==> src/rtl/multicycle_control_fsm.sv <==
`default_nettype none
// ============================================================================
//  Module   : multicycle_control_fsm
//  Brief    : Multi-cycle MIPS control sequencer with memory wait/timeout
//             handling and a sticky error trap.
//  Revision : 1.0 - initial release
// ============================================================================
module multicycle_control_fsm #(
    parameter int TIMEOUT = 15,
    parameter int TO_W    = 4
) (
    input  logic       clk,
    input  logic       rst_n,
    input  logic [5:0] opcode,
    input  logic       zero,
    input  logic       mem_ready,
    output logic       pc_write,
    output logic       pc_write_cond,
    output logic       i_or_d,
    output logic       mem_read,
    output logic       mem_write,
    output logic       ir_write,
    output logic       mem_to_reg,
    output logic       reg_dst,
    output logic       reg_write,
    output logic       alu_src_a,
    output logic [1:0] alu_src_b,
    output logic [1:0] alu_op,
    output logic [1:0] pc_source,
    output logic       fault,
    output logic [3:0] state_dbg
);

    typedef enum logic [3:0] {
        S_IDLE   = 4'd0,
        S_FETCH  = 4'd1,
        S_DECODE = 4'd2,
        S_MEMADR = 4'd3,
        S_MEMRD  = 4'd4,
        S_MEMWB  = 4'd5,
        S_MEMWR  = 4'd6,
        S_RTEXEC = 4'd7,
        S_RTWB   = 4'd8,
        S_BEQ    = 4'd9,
        S_ADDIEX = 4'd10,
        S_ADDIWB = 4'd11,
        S_JUMP   = 4'd12,
        S_ERROR  = 4'd15
    } state_t;

    localparam logic [5:0] c_op_rtype = 6'b000000;
    localparam logic [5:0] c_op_lw    = 6'b100011;
    localparam logic [5:0] c_op_sw    = 6'b101011;
    localparam logic [5:0] c_op_beq   = 6'b000100;
    localparam logic [5:0] c_op_addi  = 6'b001000;
    localparam logic [5:0] c_op_j     = 6'b000010;

    localparam logic [TO_W-1:0] c_cnt_max = {TO_W{1'b1}};
    localparam logic [TO_W-1:0] c_timeout = TIMEOUT[TO_W-1:0];

    state_t          r_state;
    state_t          w_next_state;
    logic [TO_W-1:0] r_wait_cnt;
    logic            w_in_wait;
    logic            w_timed_out;

    // Branch resolution happens in the datapath; zero is only passed through.
    logic w_unused_zero;
    assign w_unused_zero = zero;

    assign w_in_wait   = (r_state == S_FETCH) || (r_state == S_MEMRD) ||
                         (r_state == S_MEMWR);
    assign w_timed_out = (r_wait_cnt == c_timeout) && !mem_ready;

    always_ff @(posedge clk or negedge rst_n) begin
        if (!rst_n) begin
            r_state <= S_IDLE;
        end else begin
            r_state <= w_next_state;
        end
    end

    // Counter restarts on every entry to a wait state and on each completed transfer.
    always_ff @(posedge clk or negedge rst_n) begin
        if (!rst_n) begin
            r_wait_cnt <= '0;
        end else if (!w_in_wait || mem_ready || (w_next_state != r_state)) begin
            r_wait_cnt <= '0;
        end else if (r_wait_cnt != c_cnt_max) begin
            r_wait_cnt <= r_wait_cnt + 1'b1;
        end
    end

    always_comb begin
        w_next_state = r_state;
        case (r_state)
            S_IDLE:   w_next_state = S_FETCH;
            S_FETCH: begin
                if (mem_ready)        w_next_state = S_DECODE;
                else if (w_timed_out) w_next_state = S_ERROR;
            end
            S_DECODE: begin
                case (opcode)
                    c_op_rtype:        w_next_state = S_RTEXEC;
                    c_op_lw, c_op_sw:  w_next_state = S_MEMADR;
                    c_op_beq:          w_next_state = S_BEQ;
                    c_op_addi:         w_next_state = S_ADDIEX;
                    c_op_j:            w_next_state = S_JUMP;
                    default:           w_next_state = S_ERROR;
                endcase
            end
            S_MEMADR: begin
                if (opcode == c_op_lw)      w_next_state = S_MEMRD;
                else if (opcode == c_op_sw) w_next_state = S_MEMWR;
                else                        w_next_state = S_ERROR;
            end
            S_MEMRD: begin
                if (mem_ready)        w_next_state = S_MEMWB;
                else if (w_timed_out) w_next_state = S_ERROR;
            end
            S_MEMWR: begin
                if (mem_ready)        w_next_state = S_FETCH;
                else if (w_timed_out) w_next_state = S_ERROR;
            end
            S_MEMWB:  w_next_state = S_FETCH;
            S_RTEXEC: w_next_state = S_RTWB;
            S_RTWB:   w_next_state = S_FETCH;
            S_BEQ:    w_next_state = S_FETCH;
            S_ADDIEX: w_next_state = S_ADDIWB;
            S_ADDIWB: w_next_state = S_FETCH;
            S_JUMP:   w_next_state = S_FETCH;
            S_ERROR:  w_next_state = S_ERROR;
            default:  w_next_state = S_ERROR;
        endcase
    end

    always_comb begin
        pc_write      = 1'b0;
        pc_write_cond = 1'b0;
        i_or_d        = 1'b0;
        mem_read      = 1'b0;
        mem_write     = 1'b0;
        ir_write      = 1'b0;
        mem_to_reg    = 1'b0;
        reg_dst       = 1'b0;
        reg_write     = 1'b0;
        alu_src_a     = 1'b0;
        alu_src_b     = 2'b00;
        alu_op        = 2'b00;
        pc_source     = 2'b00;
        fault         = 1'b0;
        case (r_state)
            S_FETCH: begin
                mem_read  = 1'b1;
                alu_src_b = 2'b01;
                ir_write  = mem_ready;
                pc_write  = mem_ready;
            end
            S_DECODE: begin
                alu_src_b = 2'b11;
            end
            S_MEMADR, S_ADDIEX: begin
                alu_src_a = 1'b1;
                alu_src_b = 2'b10;
            end
            S_MEMRD: begin
                mem_read = 1'b1;
                i_or_d   = 1'b1;
            end
            S_MEMWB: begin
                mem_to_reg = 1'b1;
                reg_write  = 1'b1;
            end
            S_MEMWR: begin
                mem_write = 1'b1;
                i_or_d    = 1'b1;
            end
            S_RTEXEC: begin
                alu_src_a = 1'b1;
                alu_op    = 2'b10;
            end
            S_RTWB: begin
                reg_dst   = 1'b1;
                reg_write = 1'b1;
            end
            S_BEQ: begin
                alu_src_a     = 1'b1;
                alu_op        = 2'b01;
                pc_write_cond = 1'b1;
                pc_source     = 2'b01;
            end
            S_ADDIWB: begin
                reg_write = 1'b1;
            end
            S_JUMP: begin
                pc_write  = 1'b1;
                pc_source = 2'b10;
            end
            S_ERROR: begin
                fault = 1'b1;
            end
            default: begin
                fault = 1'b0;
            end
        endcase
    end

    assign state_dbg = r_state;

endmodule
`default_nettype wire

==> config.mk <==
export PLATFORM = sky130hd
export DESIGN_NAME = multicycle_control_fsm
export DESIGN_NICKNAME = d
export VERILOG_FILES = /design/src/rtl/multicycle_control_fsm.sv
export SDC_FILE = /design/constraint.sdc
export NUM_CORES = 1
export LEC_CHECK = 0
export ABC_AREA = 1
export BUFFER_PORTS_ARGS = -buffer_cell sky130_fd_sc_hd__buf_4
export CAP_MARGIN = 20
export CORE_ASPECT_RATIO = 0.8
export CORE_MARGIN = 5
export CORE_UTILIZATION = 40
export CTS_CLUSTER_DIAMETER = 80
export DETAILED_ROUTE_END_ITERATION = 6
export GPL_TIMING_DRIVEN = 1
export PLACE_DENSITY = 0.79
export SLEW_MARGIN = 20
export SYNTH_ARGS = -nofsm -noshare
export SYNTH_HDL_FRONTEND = slang
export SYNTH_SLANG_ARGS = --single-unit
==> constraint.sdc <==
create_clock -name clk -period 1.71 [get_ports clk]
set_clock_uncertainty 0.05 [all_clocks]
set_input_delay 0.2565 -clock clk [delete_from_list [all_inputs] [get_ports clk]]
set_output_delay 0.2565 -clock clk [all_outputs]
set_load 0.05 [all_outputs]
==> flow_summary_export.csv <==
group,metric,value,unit
grt,track_usage,17.2,%
sta,rsz0062_at_grt,"true",
sta,worst_pin_slew,334,ps
grt,grt_util_met2,33.1,%
clocking,root_buffer,"clkbuf_4",
synth,synth_edf_count,0,
synth,yosys-top-cells-count,"38 x nand2_1, 31 x nor2_1, 12 x inv_1",
routing,drt-total-wl,3350,µm
floorplanning,initial_utilization,41.9,%
sta,period_needed,1820,ps
grt,grt_util_met1,18.8,%
routing,drtPass1Iterations,4,
sta,worst_slack,-109,ps
clocking,htree_levels,1,
clocking,cts_sinks,8,
grt,antenna_found_initial,0,
synth,synth_fp_nets,145,
synth,yosysWarnings,0,
final_layout,layout-drive-gt1-share,57.3,%
setup_path,r2r_start,"state_dbg[0]",
floorplanning,die_h,49.6,µm
grt,first_global_vias,983,
sta,clock.fmax,550,MHz
setup_path,r2r_slack,-110,ps
sta,relSlewSlack,77.6,%
floorplanning,rows,14,
floorplanning,ios,31,
grt,overflow,0,
clocking,path_clk_slew,80,ps
setup_path,end_kind,"flip-flop",
grt,grt.busiest_layer,"met2",
place,place_area,1150,µm²
routing,vias,1134,
synth,seq_area_frac_synth,25.5,%
place,pre_cts_slack,10.9,ps
final_layout,syn2layout_area_growth,86.8,%
synth,synth_flop_cell,"dfrtp_1",
routing,remaining_drc_errors,0,
synth,synth_top_area_share,25.5,%
synth,ys_types,20,
sta,setup_viol,12,
status,status,"finished, violations left",
grt,grt_pass1_wl,4040,µm
place,dp_hpwl,1790,µm
setup_path,critPathArrivalTime,1950,ps
routing,initialDrtViolationCount,49,
sta,finalHoldViolCount,0,
synth,synth-seq-cells,8,
synth,syn_inst,134,
place,port_buffers,29,
clocking,cts_buffers,3,
clocking,cts.path.max_buffers,2,
routing,wl_per_cell,16.0,µm
final_layout,fillerInstances,113,
place,place.gp.congestion,0.928,
sta,drv_slew,0,
grt,met3_usage,3.39,%
setup_path,startpoint_type,"flip-flop",
setup_path,cp.required,1840,ps
setup_path,critical_path_class,"reg -> reg",
pwr,p_leak,0.000741,µW
synth,synth.largest_area_cell,"dfrtp_1",
setup_path,rr_worst_depth,13,
synth,yosysMostFrequentCell,"nand2_1",
clocking,cts_tree,"built",
clocking,clkLatencyLatePin,270,ps
setup_path,regToRegEndpoint,"r_wait_cnt[1]",
flow_run,maxCapViolCount,0,
floorplanning,core-area,1870,µm²
status,violations,"setup timing",
final_layout,antenna_cells,0,
floorplanning,dieArea,2960,µm²
synth,synth_area,786,µm²
final_layout,postLayoutCellArea,1470,µm²
worst_hold_path,hold_path_class,"in -> async",
floorplanning,die_w,59.6,µm
final_layout,nets,197,
synth,synth_area_leaders,"dfrtp_1 25%, nand2_1 18%, nor2_1 15%",
routing,routed_via_density,5.43,
pwr,cellPowerDensity,280,nW/µm²
setup_path,path_max_fanout,4,
sta,finalCritPeriodShare,106,%
pwr,vdd.ir_drop.worst,0.459,mV
synth,syn_area_per_cell,5.86,µm²
routing,ant_nets,0,
synth,ys_async_sr_fraction,100,%
grt,grt_max_degree,9,
-- how the worst max path moves through the flow --
stage | startpoint | cells past startpoint | slack, ps | to
2_1_floorplan | state_dbg[3] | 12 | -70 | r_wait_cnt[2]
3_3_place_gp | r_wait_cnt[0] | 10 | 60 | r_wait_cnt[3]
3_5_place_dp | r_wait_cnt[0] | 10 | 10 | r_wait_cnt[3]
4_1_cts | state_dbg[2] | 6 | -10 | pc_write
5_1_grt | state_dbg[0] | 13 | -190 | r_wait_cnt[1]
6_report | state_dbg[0] | 13 | -110 | r_wait_cnt[1]
-- cell families (layout without fill, tap and decap cells) --
| group | Yosys count | in the layout | share of synthesized area [%] |
|---|---|---|---|
| DFF | 8 | 8 | 25.5 |
| AOI/OAI and AO/OA | 7 | 7 | 5.73 |
| xor gates and xnor gates | 2 | 2 | 2.23 |
| and+or+nand+nor | 96 | 96 | 54.5 |
| buffers and inverters | 20 | 71 | 10.5 |
| adders and majority gates | 1 | 1 | 1.59 |
-- cells in the final DEF, fill, tap and decap left out --
| cell | Yosys | layout |
|---|---|---|
| nor2_2 | 3 | 13 |
| inv_4 | 0 | 3 |
| o22ai_4 | 0 | 1 |
| clkbuf_1 | 0 | 1 |
| dlygate4sd3_1 | 0 | 1 |
| nor2_1 | 31 | 12 |
| clkbuf_4 | 0 | 3 |
| inv_2 | 6 | 2 |
| nand3_2 | 1 | 2 |
| buf_12 | 0 | 1 |
| dfrtp_2 | 0 | 3 |
| o21ai_0 | 3 | 2 |
| nand2_2 | 7 | 7 |
| xnor2_1 | 1 | 1 |
| and3_1 | 1 | 1 |
| nor3_1 | 1 | 1 |
| nand2_1 | 38 | 31 |
| nand4_1 | 2 | 2 |
| nand2_4 | 0 | 5 |
| dfrtp_4 | 0 | 1 |
| inv_6 | 0 | 1 |
| xor2_1 | 1 | 1 |
| a21oi_2 | 2 | 2 |
| inv_1 | 12 | 11 |
| o21ai_2 | 0 | 1 |
| clkinv_4 | 0 | 1 |
| buf_6 | 0 | 8 |
| nor2_4 | 0 | 9 |
| buf_8 | 0 | 2 |
| ha_2 | 0 | 1 |
| dfrtp_1 | 8 | 4 |
| o22ai_1 | 2 | 1 |
| buf_4 | 2 | 37 |
| nand3_4 | 1 | 1 |
| nand2_8 | 0 | 2 |
| nand3_1 | 11 | 10 |
-- final cells by class --
type	instances	area (µm²)	area share, %
clock buffers	4	26.3	1.79
inverters	18	85.1	5.80
multi-input cells	106	691	47.1
flip-flops and latches	8	208	14.2
well taps	24	30.0	2.05
repair buffers	49	428	29.2
-- per-stage QoR --
| step | TNS, ps | instances | power [µW] | hold WS (ps) | utilization, % |
|---|---|---|---|---|---|
| after floorplan | -421 | 134 | 212 | -89.1 | - |
| after global placement | 0 | 190 | 236 | 24.4 | 61.3 |
| after CTS | -10.9 | 198 | 399 | 289 | 68.7 |
| final | -717 | 209 | 411 | 316 | 78.3 |
| after global routing | -1630 | 209 | 432 | 316 | 78.3 |
| after detailed placement | 0 | 190 | 237 | 27.9 | 61.3 |
-- timing repair --
item                                   CTS  global route
gates resized for setup                 18            30
setup endpoints to repair                7            12
endpoints found under the hold margin    8             0
buffers inserted                         3            11
pin swaps                                1            13
hold buffers                             1             0
-- per-layer routing --
| layer | vias to the layer above | wire (µm) |
|---|---|---|
| met5 | - | 0 |
| met1 | 527 | 1220 |
| met4 | 0 | 92 |
| li1 | 524 | - |
| met2 | 71 | 1810 |
| met3 | 12 | 232 |
-- worst max-delay path, stage by stage, from the launching register on --
cell and delay (ps):
dfrtp_2 490, inv_2 90, nand2_4 100, inv_4 40, buf_4 130, nand2_1 90
nand3_2 100, a21oi_2 170, nand2_2 80, nand2_1 60, nand2_1 50, inv_2 60
nand3_4 100, nor2_1 110
-- state kept, by name, indices dropped and copies added, names as in the netlist --
signal and flops:
r_wait_cnt 4, state_dbg 4
-- report_power, final --
group | switching [µW] | internal, µW | total [µW]
combinational | 29.2 | 21.1 | 50.3
sequential | 0 | 189 | 189
clock | 82.1 | 89.7 | 172
Note: power is estimated with default switching activity, not from simulation.
